===== config.mk =====
export PLATFORM = sky130hd
export DESIGN_NAME = jk_mod_counter_flat
export DESIGN_NICKNAME = d
export VERILOG_FILES = /design/src/rtl/jk_counter_pkg.sv /design/src/rtl/jk_mod_counter_if.sv /design/src/rtl/jk_cell.sv /design/src/rtl/jk_mod_counter.sv /design/src/flat_wrapper.sv
export SDC_FILE = /design/constraint.sdc
export NUM_CORES = 1
export LEC_CHECK = 0
export CORE_AREA = 3 3 40 42
export DETAILED_ROUTE_END_ITERATION = 16
export DIE_AREA = 0 0 43 45
export MAX_ROUTING_LAYER = met4
export PLACE_DENSITY = 0.66
export SETUP_SLACK_MARGIN = 0.05
export SLEW_MARGIN = 20
export SYNTH_ARGS = -nofsm -noshare
export SYNTH_HDL_FRONTEND = slang
export SYNTH_HIERARCHICAL = 1
export SYNTH_SLANG_ARGS = --single-unit

===== constraint.sdc =====
create_clock -name clk -period 1.6 [get_ports clk]
set_clock_uncertainty 0.05 [all_clocks]
set_input_delay 0.16 -clock clk [delete_from_list [all_inputs] [get_ports clk]]
set_output_delay 0.16 -clock clk [all_outputs]
set_load 0.03 [all_outputs]

===== src/rtl/jk_counter_pkg.sv =====
// Shared definitions for the JK-cell modulo counter: J/K opcodes and the
// load clamp used when a parallel load value lies outside the count range.
package jk_counter_pkg;

   // Encoded as {J, K}
   typedef enum logic [1:0] {
      JK_HOLD = 2'b00,
      JK_RST  = 2'b01,
      JK_SET  = 2'b10,
      JK_TGL  = 2'b11
   } jk_op_e;

   localparam int MAX_WIDTH = 16;

   function automatic logic [MAX_WIDTH-1:0] clamp_load(
      input logic [MAX_WIDTH-1:0] value,
      input int unsigned          modulus
   );
      if (32'(value) < modulus)
         return value;
      else
         return MAX_WIDTH'(modulus - 1);
   endfunction

   function automatic jk_op_e force_bit(input logic value);
      return value ? JK_SET : JK_RST;
   endfunction

endpackage


===== src/rtl/jk_mod_counter_if.sv =====
// Control/data bundle of the modulo counter. The master side drives the
// controls and load value; the counter (slave) returns count, carry and flag.
interface jk_mod_counter_if #(
   parameter int WIDTH = 4
);
   logic             en;
   logic             up;
   logic             load;
   logic [WIDTH-1:0] din;
   logic             oe;
   logic             wrap_clr;
   logic [WIDTH-1:0] dout;
   logic             tc;
   logic             wrapped;

   modport master (
      output en, up, load, din, oe, wrap_clr,
      input  dout, tc, wrapped
   );

   modport slave (
      input  en, up, load, din, oe, wrap_clr,
      output dout, tc, wrapped
   );
endinterface


===== src/rtl/jk_cell.sv =====
// Single JK flip-flop with asynchronous active-low clear.
module jk_cell
   import jk_counter_pkg::*;
(
   input  logic clk,
   input  logic clr,
   input  logic j,
   input  logic k,
   output logic q,
   output logic qn
);

   logic q_reg;

   always_ff @(posedge clk or negedge clr) begin
      if (!clr) begin
         q_reg <= 1'b0;
      end else begin
         case (jk_op_e'({j, k}))
            JK_HOLD: q_reg <= q_reg;
            JK_RST:  q_reg <= 1'b0;
            JK_SET:  q_reg <= 1'b1;
            JK_TGL:  q_reg <= ~q_reg;
         endcase
      end
   end

   assign q  = q_reg;
   assign qn = ~q_reg;

endmodule


===== src/rtl/jk_mod_counter.sv =====
// Up/down modulo counter built from one JK cell per bit. Each bit's J/K pair
// is derived combinationally: forced for load/wrap, toggled when counting.
module jk_mod_counter
   import jk_counter_pkg::*;
#(
   parameter int WIDTH   = 4,
   parameter int MODULUS = 2 ** WIDTH
) (
   input  logic             clk,
   input  logic             clr,
   jk_mod_counter_if.slave  bus
);

   localparam logic [WIDTH-1:0] MAX_VAL = WIDTH'(MODULUS - 1);

   logic [WIDTH-1:0] q;
   logic [WIDTH-1:0] qn;
   logic [WIDTH-1:0] j;
   logic [WIDTH-1:0] k;
   logic [WIDTH-1:0] load_val;
   logic [WIDTH-1:0] wrap_val;
   logic [WIDTH-1:0] carry_up;
   logic [WIDTH-1:0] carry_dn;
   logic [WIDTH-1:0] toggle;
   logic             at_max;
   logic             at_zero;
   logic             over_range;
   logic             wrap_sel;
   logic             tc;
   logic             wrapped_reg;

   assign at_max  = (q == MAX_VAL);
   assign at_zero = (q == '0);

   // Out-of-range states only exist when the modulus leaves codes unused
   generate
      if (MODULUS < 2 ** WIDTH) begin : g_range
         assign over_range = (q > MAX_VAL);
      end else begin : g_full
         assign over_range = 1'b0;
      end
   endgenerate

   assign wrap_sel = bus.up ? (at_max | over_range) : (at_zero | over_range);
   assign wrap_val = bus.up ? '0 : MAX_VAL;
   assign load_val = WIDTH'(clamp_load(MAX_WIDTH'(bus.din), MODULUS));

   // Ripple toggle enables: a bit flips when all lower bits are 1 (up) or 0 (down)
   assign carry_up[0] = 1'b1;
   assign carry_dn[0] = 1'b1;

   genvar gi;
   generate
      for (gi = 1; gi < WIDTH; gi++) begin : g_carry
         assign carry_up[gi] = carry_up[gi-1] & q[gi-1];
         assign carry_dn[gi] = carry_dn[gi-1] & qn[gi-1];
      end
   endgenerate

   generate
      for (gi = 0; gi < WIDTH; gi++) begin : g_bit
         jk_op_e op;

         assign toggle[gi] = bus.up ? carry_up[gi] : carry_dn[gi];

         always_comb begin
            op = JK_HOLD;
            if (bus.load) begin
               op = force_bit(load_val[gi]);
            end else if (bus.en) begin
               if (wrap_sel)
                  op = force_bit(wrap_val[gi]);
               else if (toggle[gi])
                  op = JK_TGL;
            end
         end

         assign {j[gi], k[gi]} = op;

         jk_cell u_cell (
            .clk (clk),
            .clr (clr),
            .j   (j[gi]),
            .k   (k[gi]),
            .q   (q[gi]),
            .qn  (qn[gi])
         );
      end
   endgenerate

   assign tc = bus.en & ~bus.load & ((bus.up & at_max) | (~bus.up & at_zero));

   // Set has priority over clear so a wrap is never lost
   always_ff @(posedge clk or negedge clr) begin
      if (!clr)
         wrapped_reg <= 1'b0;
      else if (tc)
         wrapped_reg <= 1'b1;
      else if (bus.wrap_clr)
         wrapped_reg <= 1'b0;
   end

   assign bus.dout    = bus.oe ? q : '0;
   assign bus.tc      = tc;
   assign bus.wrapped = wrapped_reg;

endmodule


===== src/flat_wrapper.sv =====
// flat-port wrapper written by rule: the top's interface ports become plain ports
module jk_mod_counter_flat import jk_counter_pkg::*;
#(
   parameter int WIDTH   = 4,
   parameter int MODULUS = 2 ** WIDTH
)
  (clk, clr, bus_en, bus_up, bus_load, bus_din, bus_oe, bus_wrap_clr, bus_dout, bus_tc, bus_wrapped);
  jk_mod_counter_if #(.WIDTH(WIDTH)) bus_i ();
  input  logic clk;
  input  logic clr;
  input wire logic [$bits(bus_i.en)-1:0] bus_en;
  input wire logic [$bits(bus_i.up)-1:0] bus_up;
  input wire logic [$bits(bus_i.load)-1:0] bus_load;
  input wire logic [$bits(bus_i.din)-1:0] bus_din;
  input wire logic [$bits(bus_i.oe)-1:0] bus_oe;
  input wire logic [$bits(bus_i.wrap_clr)-1:0] bus_wrap_clr;
  output wire logic [$bits(bus_i.dout)-1:0] bus_dout;
  output wire logic [$bits(bus_i.tc)-1:0] bus_tc;
  output wire logic [$bits(bus_i.wrapped)-1:0] bus_wrapped;
  assign bus_i.en = bus_en;
  assign bus_i.up = bus_up;
  assign bus_i.load = bus_load;
  assign bus_i.din = bus_din;
  assign bus_i.oe = bus_oe;
  assign bus_i.wrap_clr = bus_wrap_clr;
  assign bus_dout = bus_i.dout;
  assign bus_tc = bus_i.tc;
  assign bus_wrapped = bus_i.wrapped;
  jk_mod_counter #(.WIDTH(WIDTH), .MODULUS(MODULUS)) u_core (.clk(clk), .clr(clr), .bus(bus_i));
endmodule

Yosys cells after proc, flatten, opt, wreduce, memory -nomap -nowiden
Cells that the tools add are included.
- register bits after elaboration: 5
- bits in latches: 0
- RAM bits: 0
- bits in read-only memories: 0
- input bits: 11
- output and inout bits: 6
- word-level logic and storage cells: 74
- memories: 0
- add/sub/neg operators: 0
- $mul: 0
- divide/modulo/power cells: 0
- magnitude comparators: 0
- equality and inequality tests: 13
- shift operators: 0
- multiplexer cells: 35
- bitwise gates (word level): 15
- reductions and logical operators: 6
- operators with widths (operator ; number):
    $mux 2 ; 23
    $eq 2x2->1 const B ; 8
    $pmux 1 s3 ; 4
    $and 1x1->1 ; 8
    $eq 2x1->1 const B ; 4
    $logic_not 2->1 ; 4
    $mux 4 ; 2
    $mux 1 ; 6
    $not 1->1 ; 6
    $eq 4x4->1 const B ; 1
    $logic_not 4->1 ; 1
    $reduce_bool 2->1 ; 1
    $or 1x1->1 ; 1

Longest topological paths before layout
- word-level depth: 10
- gate-level depth with buffers: 6
- mapped depth without buffers: 6

Modules after synthesis
Netlist, hierarchy kept.
- by module, submodules not included (module ; times used ; cells an instance ; area an instance (um2) ; seq. area each (um2)):
    jk_mod_counter ; 1 ; 37 ; 259.0 ; 25.0
    jk_cell ; 4 ; 4 ; 37.5 ; 25.0

Least setup slack after synthesis
No wires, ideal clock.
- path kind: reg2out
- start point: register u_core.g_bit[0].u_cell.q_reg
- end point: output port bus_tc
- data arrival time: 1.378 ns
- required time: 1.390 ns
- slack: 0.012 ns
- cell stages (with the launch flop): 4
- path buffers: 0
- path through: dfrtp_1 nor4_4 a22oi_1 nor2_1
- word-level cells in the longest chain between the ends: 4
- elaborated cells on any way between the ends: 6
- classes of those cells: eq/ne (1); bitwise (4); reduce/logical (1)
- ends and longest elaborated chain (element ; RTL line ; source):
    start: declaration ; jk_cell.sv:13 ; logic q_reg;
    start signal: assignment ; jk_cell.sv:20 ; JK_HOLD: q_reg <= q_reg;
    start signal: assignment ; jk_cell.sv:23 ; JK_TGL: q_reg <= ~q_reg;
    $eq 4x4->1 / $logic_not 4->1 (equally long branches) ; jk_mod_counter.sv:32, jk_mod_counter.sv:33 ;
    $and 1x1->1 ; jk_mod_counter.sv:91 ; assign tc = bus.en & ~bus.load & ((bus.up & at_max) | (~bus.up & at_zero));
    $or 1x1->1 (*) ; jk_mod_counter.sv:91 ;
    $and 1x1->1 (*) ; jk_mod_counter.sv:91 ;
    end: declaration ; flat_wrapper.sv:18 ; output wire logic [$bits(bus_i.tc)-1:0] bus_tc;
Mark *: on every way between the ends. The rest lies on a longest branch, timed or not.

Worst setup path after layout
- start point: register u_core.g_bit[2].u_cell.q_reg
- end point: register u_core.g_bit[2].u_cell.q_reg
- word-level cells in the longest chain between the ends: 7
- elaborated cells on any way between the ends: 12
- classes of those cells: eq/ne (4); mux (5); bitwise (1); reduce/logical (2)
- ends and longest elaborated chain (element ; RTL line ; source):
    start: declaration ; jk_cell.sv:13 ;
    start signal: assignment ; jk_cell.sv:20 ;
    start signal: assignment ; jk_cell.sv:23 ;
    $eq 4x4->1 / $logic_not 4->1 (equally long branches) ; jk_mod_counter.sv:32, jk_mod_counter.sv:33 ;
    $mux 1 (*) ; jk_mod_counter.sv:44 ; assign wrap_sel = bus.up ? (at_max | over_range) : (at_zero | over_range);
    $mux 2 (*) ; jk_mod_counter.sv:71 ; if (wrap_sel)
    $mux 2 (*) ; jk_mod_counter.sv:70 ; end else if (bus.en) begin
    $mux 2 (*) ; jk_mod_counter.sv:68 ; if (bus.load) begin
    net u_core.g_bit[2].op[1] ; jk_mod_counter.sv:62 ; jk_op_e op;
    $eq 2x2->1 / $eq 2x1->1 (equally long branches) ; jk_cell.sv:19 ; case (jk_op_e'({j, k}))
    $pmux 1 s3 ; jk_cell.sv:19 ;
The timed path passes the listed nets; every way through them passes the cells marked *.
A chain may end at the register's enable or synchronous reset.

==> run metrics <==
Worst Path Buf+Inv 0; CTS HTree Levels 1; Required @ worst endpoint 1.71 ns; share of cells above drive strength 1 39.5%; Crit Reg-Reg Endpoint u_core/g_bit[2].u_cell/q; mapped cell area 405 um^2; Pre-antenna DRT Iters 4; Final period util 99.0%; Clock Latency Late Sink 0.24 ns; wire per inst 14.0 um; fmax 0.631 GHz; syn nets 63; syn avg cell area 7.80 um^2; Static Leakage 0.315 nW; DRT iter0 DRCs 7; CTS Buf Count 3; Synth Warn # 6; Worst Setup Path Type register to register; arrival time at the worst endpoint 1.69 ns; pin count of the biggest net entering global routing 9; GRT overflow 0; I/O pin count 17; startpoint types register; DRT antenna net count 0; Max Fanout on Critical Path 6; hold_buf cts 0; Worst Setup SP u_core/g_bit[2].u_cell/q; Die Y 45 um; status finished clean; Clock Sinks 5; R2R cell count 5; PortBufs 16; r2r startpoint u_core/g_bit[2].u_cell/q; Setup crit end kind register; P&R area growth vs syn 78.4%; initial antenna violation count 0; Cell Chain, Critical Path and4_2 > a21o_1 > o31ai_2 > nor2_1 > a21oi_1; RSZ-0062 raised after global routing true; Hold Path Class input port to async pin; Setup crit end u_core/g_bit[2].u_cell/q; fin. max-slew vios 0; DRC 0; final WL 1340 um; final hold vios 0; reg-to-reg setup timing slack 0.02 ns; CTS clk-pin slew, worst paths 0.05 ns; GRT Overall Usage 14.5%; core area 1280 um^2; Crit path depth 5; IR drop worst, VDD 0.437 mV; die area 1940 um^2; pwr/cell area 1160 nW/um^2; first-pass GRT wire length 2020 um; Slew @ Worst Pin 0.300 ns; Worst path max stage delay 0.45 ns; Inst Count DP 87; post-route setup slack 0.0154 ns; Final #Nets 93; Critical-path top delay cell dfrtp_2; via count 523; number of global-route vias before repair 493; vias per inst 5.45; crit-path leading delay family compound AO/OA/AOI/OAI gates; CTS tree done; dpl ws -0.116 ns; Tmin final 1.58 ns; Non-Filler Instances 96; root buf cell clkbuf_4; Die X 43 um; Worst slew margin 79.9%; max cap viols 0; post-DP HPWL 901 um; Mapped Cells 52; ant diodes 0; Final setup violation count 0; Largest register FFs 4; routability congestion estimate from global placement 0.876; Max clock buf depth 2; Initial Util 31.5%; num rows 13
[how the worst min path moves through the flow]
| stage | from | endpoint | slack [ns] | depth (start not counted) |
|---|---|---|---|---|
| final | clr | u_core/g_bit[1].u_cell/q | 0.1 | 1 |
| after global routing | clr | u_core/g_bit[1].u_cell/q | 0.11 | 1 |
| after CTS | clr | u_core/g_bit[2].u_cell/q | 0.09 | 1 |
| after detailed placement | clr | u_core/g_bit[1].u_cell/q | 0.35 | 1 |
| after global placement | clr | u_core/g_bit[1].u_cell/q | 0.35 | 1 |
| after floorplan | clr | u_core/bus.wrapped | -0.19 | 0 |
[worst reg2reg max path, stage by stage (launching register included)]
cell     delay [ns]
dfrtp_2        0.45
and4_2         0.29
a21o_1         0.22
o31ai_2        0.27
nor2_1         0.08
a21oi_1        0.14
[metal layers]
metal	up-vias	GRT usage [%]	share of wire, %
met4	0	10.2	2.5
met5	-	-	0
li1	247	-	-
met1	244	17.3	42
met3	5	1.20	6.6
met2	27	23.1	49
[where the power goes]
| group | switching (W) | internal, W | leakage, nW | total, W |
|---|---|---|---|---|
| clock | 0.0000517 | 0.0000943 | 0.0150 | 0.000146 |
| combinational | 0.000238 | 0.000217 | 0.244 | 0.000454 |
| sequential | 0.0000657 | 0.000170 | 0.0560 | 0.000236 |
| total | 0.000355 | 0.000481 | 0.315 | 0.000836 |
[cells in the final DEF, fill, tap and decap left out, drive strengths merged, types with 2 or more instances in the layout]
cell type and instances:
buf 14, clkdlybuf4s50 11, inv 6, nor2 6, a21oi 6, dfrtp 5
o22ai 5, and2 4, clkbuf 4, o21ai 3, nand2 3, a21o 3
a211oi 2
[repair_timing]
item,CTS,global route
buffers inserted,2,3
gates cloned,0,0
setup endpoints to repair,2,5
endpoints found under the hold margin,0,0
resized for setup,5,10
pin swaps,2,7
[through the flow]
step	cell area [um^2]	utilization, %	hold slack (ns)	setup TNS [ns]	power [W]
after floorplan	408	-	-0.186	0	0.000424
after global placement	604	47.0	0.350	-0.0248	0.000573
after detailed placement	604	47.0	0.349	-0.184	0.000570
after CTS	658	51.2	0.0917	0	0.000746
after global routing	723	56.3	0.107	-0.0545	0.000880
final	723	56.3	0.0961	0	0.000836
[area by class of cell]
| class | instances | area [um^2] |
|---|---|---|
| clock buffer | 4 | 26.3 |
| fill | 116 | 562 |
| inverter | 6 | 22.5 |
| multi-input combinational | 41 | 308 |
| sequential | 5 | 129 |
| tap | 15 | 18.8 |
| timing repair buffer | 25 | 219 |
No activity file was read; power rests on OpenSTA's default activity.
